<file path="src/rtl/pipeline_drain.sv">
// -----------------------------------------------------------------------------
// pipeline_drain
// Credit-controlled drain FIFO behind a fixed-latency pipeline. Every word that
// upstream issues into the pipeline consumes one credit. The word is captured
// from the pipeline tap LAT cycles later. Popping it from the FIFO returns the
// credit. Because credits equal FIFO depth, the FIFO can never be asked to
// accept a word it has no room for.
//
// Ports
//   clk          : single clock, rising edge
//   rst          : asynchronous active-high reset
//   issue_valid  : upstream presents a new word to the pipeline input
//   issue_ready  : a credit is available (registered state only)
//   pipe_data    : pipeline output tap, WIDTH bits
//   out_valid    : FIFO head holds valid data
//   out_ready    : consumer takes the head this cycle
//   out_data     : FIFO head word
//   count        : FIFO occupancy, 0..DEPTH
//   overflow     : sticky flag, a push arrived while full with no pop
// -----------------------------------------------------------------------------
module pipeline_drain #(
  parameter int WIDTH = 8,
  parameter int LAT   = 8,
  parameter int DEPTH = 16
) (
  input  logic                     clk,
  input  logic                     rst,
  input  logic                     issue_valid,
  output logic                     issue_ready,
  input  logic [WIDTH-1:0]         pipe_data,
  output logic                     out_valid,
  input  logic                     out_ready,
  output logic [WIDTH-1:0]         out_data,
  output logic [$clog2(DEPTH):0]   count,
  output logic                     overflow
);

  localparam int AW = $clog2(DEPTH);
  localparam int CW = AW + 1;
  localparam logic [CW-1:0] FULL = CW'(DEPTH);

  logic [LAT-1:0]   r_vsr;
  logic [CW-1:0]    r_credit;
  logic [CW-1:0]    r_count;
  logic [AW-1:0]    r_wr_ptr;
  logic [AW-1:0]    r_rd_ptr;
  logic             r_overflow;
  logic [WIDTH-1:0] r_mem [DEPTH];

  logic w_fire;
  logic w_pop;
  logic w_push;
  logic w_wr_en;
  logic w_drop;

  assign w_fire  = issue_valid & issue_ready;
  assign w_pop   = out_valid & out_ready;
  // The tap bit marks the cycle in which the issued word is on pipe_data.
  assign w_push  = r_vsr[LAT-1];
  // A pop frees the slot in the same cycle, so a full FIFO still accepts.
  assign w_wr_en = w_push & ((r_count != FULL) | w_pop);
  assign w_drop  = w_push & (r_count == FULL) & ~w_pop;

  assign issue_ready = (r_credit != {CW{1'b0}});
  assign out_valid   = (r_count != {CW{1'b0}});
  assign out_data    = r_mem[r_rd_ptr];
  assign count       = r_count;
  assign overflow    = r_overflow;

  // In-flight tracker: one bit per pipeline stage, loaded by an accepted issue.
  always_ff @(posedge clk or posedge rst) begin
    if (rst) begin
      r_vsr <= {LAT{1'b0}};
    end else begin
      r_vsr <= (r_vsr << 1) | LAT'(w_fire);
    end
  end

  // Credit counter: spent on issue, returned on pop, unchanged when both occur.
  always_ff @(posedge clk or posedge rst) begin
    if (rst) begin
      r_credit <= FULL;
    end else begin
      case ({w_fire, w_pop})
        2'b10:   r_credit <= r_credit - CW'(1);
        2'b01:   r_credit <= r_credit + CW'(1);
        default: r_credit <= r_credit;
      endcase
    end
  end

  // FIFO occupancy and pointers; both pointers wrap naturally modulo DEPTH.
  always_ff @(posedge clk or posedge rst) begin
    if (rst) begin
      r_count  <= {CW{1'b0}};
      r_wr_ptr <= {AW{1'b0}};
      r_rd_ptr <= {AW{1'b0}};
    end else begin
      if (w_wr_en) begin
        r_wr_ptr <= r_wr_ptr + AW'(1);
      end
      if (w_pop) begin
        r_rd_ptr <= r_rd_ptr + AW'(1);
      end
      case ({w_wr_en, w_pop})
        2'b10:   r_count <= r_count + CW'(1);
        2'b01:   r_count <= r_count - CW'(1);
        default: r_count <= r_count;
      endcase
    end
  end

  // Sticky overflow flag, cleared only by reset.
  always_ff @(posedge clk or posedge rst) begin
    if (rst) begin
      r_overflow <= 1'b0;
    end else if (w_drop) begin
      r_overflow <= 1'b1;
    end else begin
      r_overflow <= r_overflow;
    end
  end

  // Storage array; contents are don't-care until written, so no reset.
  always_ff @(posedge clk) begin
    if (w_wr_en) begin
      r_mem[r_wr_ptr] <= pipe_data;
    end
  end

endmodule

</file>
<file path="config.mk">
export PLATFORM = sky130hd
export DESIGN_NAME = pipeline_drain
export DESIGN_NICKNAME = d
export VERILOG_FILES = /design/src/rtl/pipeline_drain.sv
export SDC_FILE = /design/constraint.sdc
export NUM_CORES = 1
export LEC_CHECK = 0
export CAP_MARGIN = 25
export CORE_ASPECT_RATIO = 0.8
export CORE_MARGIN = 2
export CORE_UTILIZATION = 58
export DETAILED_ROUTE_END_ITERATION = 10
export GPL_TIMING_DRIVEN = 0
export MAX_ROUTING_LAYER = met4
export PLACE_DENSITY = 0.77
export SLEW_MARGIN = 10
export SYNTH_ARGS = -nofsm -noshare
export SYNTH_HDL_FRONTEND = slang
export SYNTH_SLANG_ARGS = --single-unit
</file>
<file path="constraint.sdc">
create_clock -name clk -period 6.51 [get_ports clk]
set_clock_uncertainty 0.1 [all_clocks]
set_input_delay 1.302 -clock clk [delete_from_list [all_inputs] [get_ports clk]]
set_output_delay 1.302 -clock clk [all_outputs]
set_load 0.02 [all_outputs]
</file>
# [Yosys cells after proc, flatten, opt, wreduce, memory -nomap -nowiden]
# Memory sizes are Yosys's and may differ from the RTL's.
# Index checks and enable logic that the tools add are counted.
[word_totals] reg_bits=27 ram_bits=128 input_bits=12 output_inout_bits=16 word_cells=35 n_memories=1
[op_classes] n_addsub=6 eq_ne=6 muxes=4 n_bitwise=8 n_reduce_logical=4
[mem_list] name="r_mem" depth=16 width=8 read_ports=1 rd_ports_with_merged_regs=0 wr=1 line_no="48" text="logic [WIDTH-1:0] r_mem [DEPTH];"
[ops] cell="$pmux 5 s2" count=2
[ops] cell="$add 5x1->5 const B" count=2
[ops] cell="$reduce_bool 5->1" count=2
[ops] cell="$sub 5x1->5 const B" count=2
[ops] cell="$add 4x1->4 const B" count=2
[ops] cell="$or 8x1->8" count=1
[ops] cell="$and 1x1->1" count=5
[ops] cell="$eq 5x5->1 const B" count=1
[ops] cell="$ne 5x5->1 const B" count=1
[ops] cell="$eq 2x1->1 const B" count=2
[ops] cell="$eq 2x2->1 const B" count=2
[ops] cell="$reduce_bool 2->1" count=2
[ops] cell="$mux 1" count=2
[ops] cell="$not 1->1" count=1
[ops] cell="$or 1x1->1" count=1

# [Longest topological paths before layout]
# Gate-level depths: netlist of the first run.
[logic_depth] ltp_word=6 ltp_mapped=10

# [Worst setup path before layout of the first run]
# Ideal clock, no wire load.
[synth_path] path_kind="input to register" from="input out_ready" to="register r_credit[4]" arrival_ps=3358 slack_ps=2968 cell_stages=9 cell_sequence="clkbuf_1 > o21a_4 > ha_1 > inv_1 > fa_1 > a21o_1 > a2111oi_0 > a31oi_1 > a221o_1"
[synth_between] elab_chain_len=3
[synth_rtl] item="start, declared" line_no="32" text="input logic out_ready,"
[synth_rtl] item="$and 1x1->1 *" line_no="57" text="assign w_pop = out_valid & out_ready;"
[synth_rtl] item="named net w_pop" line_no="51" text="logic w_pop;"
[synth_rtl] item="$eq 2x1->1 / $eq 2x2->1 (equally long branches)" line_no="84" text="case ({w_fire, w_pop})"
[synth_rtl] item="$pmux 5 s2 / $reduce_bool 2->1 (equally long branches)"
[synth_rtl] item="end signal, assigned" line_no="85" text="2'b10: r_credit <= r_credit - CW'(1);"
[synth_rtl] item="end signal, assigned" line_no="86" text="2'b01: r_credit <= r_credit + CW'(1);"
[synth_rtl] item="end signal, assigned" line_no="87" text="default: r_credit <= r_credit;"
[synth_rtl] item="end, declared" line_no="43" text="logic [CW-1:0] r_credit;"
# The timed path passes the listed nets; every way through them passes the cells marked *.
# A chain may end at the register's enable or synchronous reset.

# [Worst setup path after layout of the first run]
[layout_path] from="register r_rd_ptr[1]" to="output out_data[3]"
[layout_between] elab_chain_len=1
[layout_rtl] item="start, declared" line_no="46" text="logic [AW-1:0] r_rd_ptr;"
[layout_rtl] item="start signal, assigned" line_no="97" text="r_rd_ptr <= {AW{1'b0}};"
[layout_rtl] item="start signal, assigned" line_no="103" text="r_rd_ptr <= r_rd_ptr + AW'(1);"
[layout_rtl] item="$mem_v2 16x8"
[layout_rtl] item="end, declared" line_no="33" text="output logic [WIDTH-1:0] out_data,"
# Every way passes these cells.

==> results_dict.tcl, run 1 <==
set metrics [dict create \
    status "finished clean" \
    drv_slew 0 \
    synth_area_um2 6270 \
    leakagePower_nw 2.557 \
    highest_layer "met4" \
    clk_pin_slew_worst_paths_ns 0.06 \
    ios 28 \
    overflow 0 \
    post_cts_buffers 0 \
    fin_crit_sh 0.7079 \
    cts_root_buf "clkbuf_16" \
    routed_wl_um 13050 \
    dieWidth_um 120.2 \
    layout-drive-gt1-share 0.1942 \
    synth_top_area_cell "edfxtp_1" \
    rsz0062_at_grt "false" \
    mostFrequentLayoutCells "edfxtp_1, mux4_2, dfrtp_1, clkdlybuf4s50_1, nand2_1" \
    cap_violations 0 \
    grt_use_total 0.2537 \
    ant_nets 0 \
    gp_congestion 0.8145 \
    placed_area_um2 6744 \
    yosysSeqAreaShare 0.7210 \
    dr_wl_met2_um 6616 \
    synth_seq_cells 155 \
    clockBufferDepth 2 \
    dp_slack_ns 2.378 \
    grt_pass1_vias 3502 \
    cts.htree.levels 4 \
    synth_top_area_share 0.6131 \
    start_util 0.6026 \
    ctsResizeCount 0 \
    avgSynthCellArea_um2 17.96 \
    nNetsFinal 422 \
    syn_inst 349 \
    coreArea_um2 10410 \
    final_util 0.7101 \
    crit_path_end_kind "primary output" \
    wl_met1_um 5091 \
    final-setup-viol-count 0 \
    synth-async-reset-ratio 0.1742 \
    postCtsHoldBufs 0 \
    wl_per_cell_um 23.63 \
    dieArea_um2 11660 \
    syn_to_final_growth_pct 17.84 \
    dominantRegCellSynth "edfxtp_1" \
    power_density_nw_per_um2 286.6 \
    critPathArrivalTime_ns 3.21 \
    irDropWorstVdd_mv 0.2852 \
    max_freq_mhz 217.0 \
    grt_max_degree 28 \
    die_h_um 97.00 \
    vias 3438 \
    tns_ns 0 \
    diodes 0 \
    worstPathMaxFanout 10 \
    min_path_type "flop to flop" \
    ys_top_cells_by_area "edfxtp_1, mux4_2, dfrtp_1" \
    cts_made_buffers 17 \
    synth_edf_count 128 \
    hold_violations 0 \
    relSlewSlack 0.2874 \
    crit_required_ns 5.11 \
    first_pass_iters 5 \
    viasPerCell 6.228 \
    port_buffers 26 \
    period_needed_ns 4.608 \
    grt_pass1_wl_um 20160 \
    ys_warn_count 0 \
    layout_commonest_cell "edfxtp_1" \
    hpwl_um 8181 \
    dr.first_iter.drc_count 383 \
    power.total_mw 2.117 \
    criticalPathCategory "flop to primary output" \
    synthesis.nets 372 \
    synth_cell_types 45 \
    fin_area_um2 7388 \
    clock-sinks 155 \
    start_kind "flop" \
    worst_slack_ns 1.902 \
    clkLatencyLatePin_ns 0.43 \
    routed-wl-met3_um 1064 \
    drc_errors 0 \
    cts_tree "done" \
    rows 33 \
    worstMarginPinSlew_ns 1.065 \
    antenna_found_initial 0 \
]
-- Yosys cell counts, types with 2 or more instances --
master    number
buf_2          5
a21boi_0       2
nand4_1        2
nand2b_1       4
xnor2_1        9
a21oi_1        3
inv_1          7
mux4_2        32
buf_1          3
clkbuf_1       8
xor2_1         2
ha_1          10
nor2_1        16
nor3_1         8
edfxtp_1     128
nand2_1       23
a22oi_1       17
o21ai_0        6
nor2b_1        5
nand3_1        7
dfrtp_1       26
a21o_1         2
a31oi_1        2
-- metal layers --
layer | up-vias | track usage
li1 | 1481 | -
met1 | 1776 | 0.3340
met2 | 155 | 0.3890
met3 | 26 | 0.05955
met4 | 0 | 0.1020
met5 | - | -
-- flip-flops by register name (all words and copies together), names as in the netlist --
name,flops
r_credit,5
r_mem,128
overflow,1
r_rd_ptr,4
count,5
r_wr_ptr,4
r_vsr,8
-- through the flow --
stage	hold WS (ns)	cells
after floorplan	0.2312	349
after CTS	0.2494	550
after detailed placement	0.2355	518
after global routing	0.2525	552
final	0.2486	552
after global placement	0.2325	515
-- logic make-up (layout without fill, tap and decap cells) --
logic type      after synthesis  in the layout  share of synthesized area
compound gates               40             40                    0.04590
mux                          35             35                     0.1207
fa+ha+maj                    11             11                    0.02315
simple gates                 73             73                    0.05727
buf+inv                      24             87                    0.01656
xor+xnor                     11             11                    0.01537
flops                       155            155                     0.7210
-- layout make-up --
| class | instances | area [um2] |
|---|---|---|
| clock inverter | 6 | 67.56 |
| fill | 660 | 3017 |
| timing repair buffer | 31 | 306.5 |
| tap | 140 | 175.2 |
| sequential | 155 | 4521 |
| inverter | 7 | 26.28 |
| multi-input combinational | 170 | 1660 |
| buffer | 17 | 77.57 |
| clock buffer | 26 | 554.3 |
-- worst paths after layout --
path                              from          end  slack [ns]  depth (start not counted)
max                        r_rd_ptr[1]  out_data[3]        1.90                          6
min                           r_vsr[6]     r_vsr[7]        0.25                          0
max reg2reg                   count[0]  r_credit[4]        3.31                          9
min reg2reg                   r_vsr[6]     r_vsr[7]        0.25                          0
max in group asynchronous          rst     r_vsr[5]        4.71                          3
min in group asynchronous          rst     count[0]        1.11                          2
-- worst max-delay path, stage by stage, from the launching register on --
cell             delay (ns)
dfrtp_1                0.36
clkbuf_1               0.45
clkbuf_1               0.54
mux4_2                 0.45
a22oi_1                0.30
nand2_1                0.12
clkdlybuf4s50_1        0.55
-- power breakdown --
part	total [mW]	internal (mW)	switching, mW
logic	0.0248	0.00697	0.0178
registers	1.07	1.07	0
clock network	1.02	0.631	0.387
total	2.12	1.71	0.405
(Power assumes the default switching activity.)
==> run 2, diff against run 1 <==
Clock period 6.51 ns to 4.55 ns, I/O delays scaled along.
==> results of run 2 <==
The final DEF is identical to that of run 1. Status: finished clean.
Among the figures that moved: setup slack after placement 2.378 ns -> 0.8101 ns; setup slack after layout 1.902 ns -> 0.3339 ns; register-to-register setup slack 3.31 ns -> 1.35 ns; total power 2.117 mW -> 3.029 mW; worst IR drop on VDD 0.2852 mV -> 0.4081 mV
==> run 3, diff against run 2 <==
Settings changed: CORE_UTILIZATION 58 to 55, MAX_ROUTING_LAYER met4 to default, PLACE_DENSITY 0.77 to 0.74.
==> run 3 against run 2 <==
Effect of this change:
- total power rose by 0.20%
- utilization is 3.7 points lower
- largest cell class unchanged
- first-iteration DRC count down 16%
==> results_dict.tcl, run 3 (synthesis results as in run 1) <==
set metrics [dict create \
    status "finished clean" \
    cap_violations 0 \
    drc_errors 0 \
    dieArea_um2 12270 \
    min_path_type "flop to flop" \
    layout-drive-gt1-share 0.1936 \
    fin_crit_sh 0.9175 \
    reg_top3 "r_mem: 128 flops, r_vsr: 8 flops" \
    first_pass_iters 5 \
    overflow 0 \
    period_needed_ns 4.175 \
    layout_commonest_cell "edfxtp_1" \
    postCtsHoldBufs 0 \
    final_util 0.6729 \
    criticalPathCategory "flop to primary output" \
    worst_slack_ns 0.3753 \
    tns_ns 0 \
    irDropWorstVdd_mv 0.3468 \
    viasPerCell 6.112 \
    port_buffers 26 \
    grt_pass1_wl_um 19730 \
    crit_required_ns 3.54 \
    mostFrequentLayoutCells "edfxtp_1, mux4_2, dfrtp_1, clkdlybuf4s50_1, nand2_1" \
    vias 3374 \
    critPathArrivalTime_ns 3.16 \
    final-setup-viol-count 0 \
    clock-sinks 155 \
    worstMarginPinSlew_ns 0.9786 \
    hpwl_um 8150 \
    grt_use_total 0.2327 \
    power_density_nw_per_um2 411.0 \
    dieWidth_um 123.4 \
    rsz0062_at_grt "false" \
    crit_path_end_kind "primary output" \
    diodes 0 \
    slowest_stage "clkdlybuf4s50_1" \
    max_freq_mhz 239.5 \
    cts.htree.levels 4 \
    dp_slack_ns 0.8343 \
    leakagePower_nw 2.540 \
    clockBufferDepth 2 \
    drv_slew 0 \
    antenna_found_initial 0 \
    post_cts_buffers 0 \
    coreArea_um2 10980 \
    cpPeakStageDelay_ns 0.56 \
    relSlewSlack 0.3452 \
    grt_max_degree 28 \
    clkLatencyLatePin_ns 0.42 \
    die_h_um 99.50 \
    clk_pin_slew_worst_paths_ns 0.06 \
    crit_chain "clkbuf_1 -> clkbuf_1 -> mux4_2 -> a22oi_1 -> nand2_1 -> clkdlybuf4s50_1" \
    ctsResizeCount 0 \
    dr.first_iter.drc_count 321 \
    nFillCells 725 \
    gp_congestion 0.8056 \
    start_kind "flop" \
    largest_reg_flops 128 \
    top_register "r_mem" \
    start_util 0.5712 \
    syn_to_final_growth_pct 17.80 \
    routed_wl_um 12840 \
    cts_made_buffers 17 \
    nNetsFinal 418 \
    worstPathMaxFanout 10 \
    ant_nets 0 \
    rows 34 \
    grt_pass1_vias 3345 \
    cts_root_buf "clkbuf_16" \
    worst_path_most_repeated_cell "clkbuf_1" \
    hold_violations 0 \
    ios 28 \
    cts_tree "done" \
    wl_per_cell_um 23.26 \
]
[run 3: cell count changes in the layout (fill, tap and decap cells not counted), sizes merged]
cell      before  now
buf           14   10
clkinv         2    5
inv           10    7
clkbuf        34   32
bufinv         1    2
clkinvlp       0    1
[run 3: final timing paths]
path,start,endpoint,slack [ns],cells after the start
min in group asynchronous,rst,r_vsr[5],0.64,2
min,r_vsr[4],r_vsr[5],0.25,0
max in group asynchronous,rst,r_credit[4],3.23,3
min reg2reg,r_vsr[4],r_vsr[5],0.25,0
max reg2reg,count[1],r_credit[4],1.23,10
max,r_rd_ptr[1],out_data[1],0.38,6
[run 3: report_power, final]
group	switching (mW)	total (mW)	internal [mW]
Clock	0.543	1.46	0.918
Combinational	0.0253	0.0365	0.0112
Sequential	0	1.54	1.54
Total	0.569	3.04	2.47
[run 3: through the flow]
stage	area, um2	hold WS [ns]	cells	power, mW
after floorplan	6270	0.2312	349	1.573
after global placement	6710	0.2352	519	1.598
after detailed placement	6730	0.2371	519	1.601
after CTS	7358	0.2520	551	3.050
after global routing	7386	0.2595	552	3.111
final	7386	0.2496	552	3.035
[run 3: cell type report]
class / instances / area (um2) / share of cell area
sequential: 155 / 4521 / 0.6121
timing repair buffer: 27 / 287.8 / 0.03896
clock buffer: 24 / 524.3 / 0.07098
clock inverter: 8 / 103.9 / 0.01406
tap: 144 / 180.2 / 0.02439
buffer: 17 / 77.57 / 0.01050
inverter: 7 / 26.28 / 0.003558
multi-input combinational: 170 / 1665 / 0.2255
[run 3: critical path, delay by kind of cell (launching register included)]
kind,cells,cell delay (ns)
DFF,1,0.35
AOI/OAI and AO/OA,1,0.28
and+or+nand+nor,1,0.11
buffers and inverters,3,1.54
muxes,1,0.45
[run 3: routing by layer]
| layer | vias to the layer above | wire length (um) | part of all wire | global-route usage |
|---|---|---|---|---|
| li1 | 1469 | - | - | - |
| met1 | 1740 | 5640 | 0.44 | 0.3460 |
| met2 | 143 | 6028 | 0.47 | 0.3301 |
| met3 | 22 | 965 | 0.075 | 0.06766 |
| met4 | 0 | 206 | 0.016 | 0.08916 |
| met5 | - | 0 | 0 | 0 |
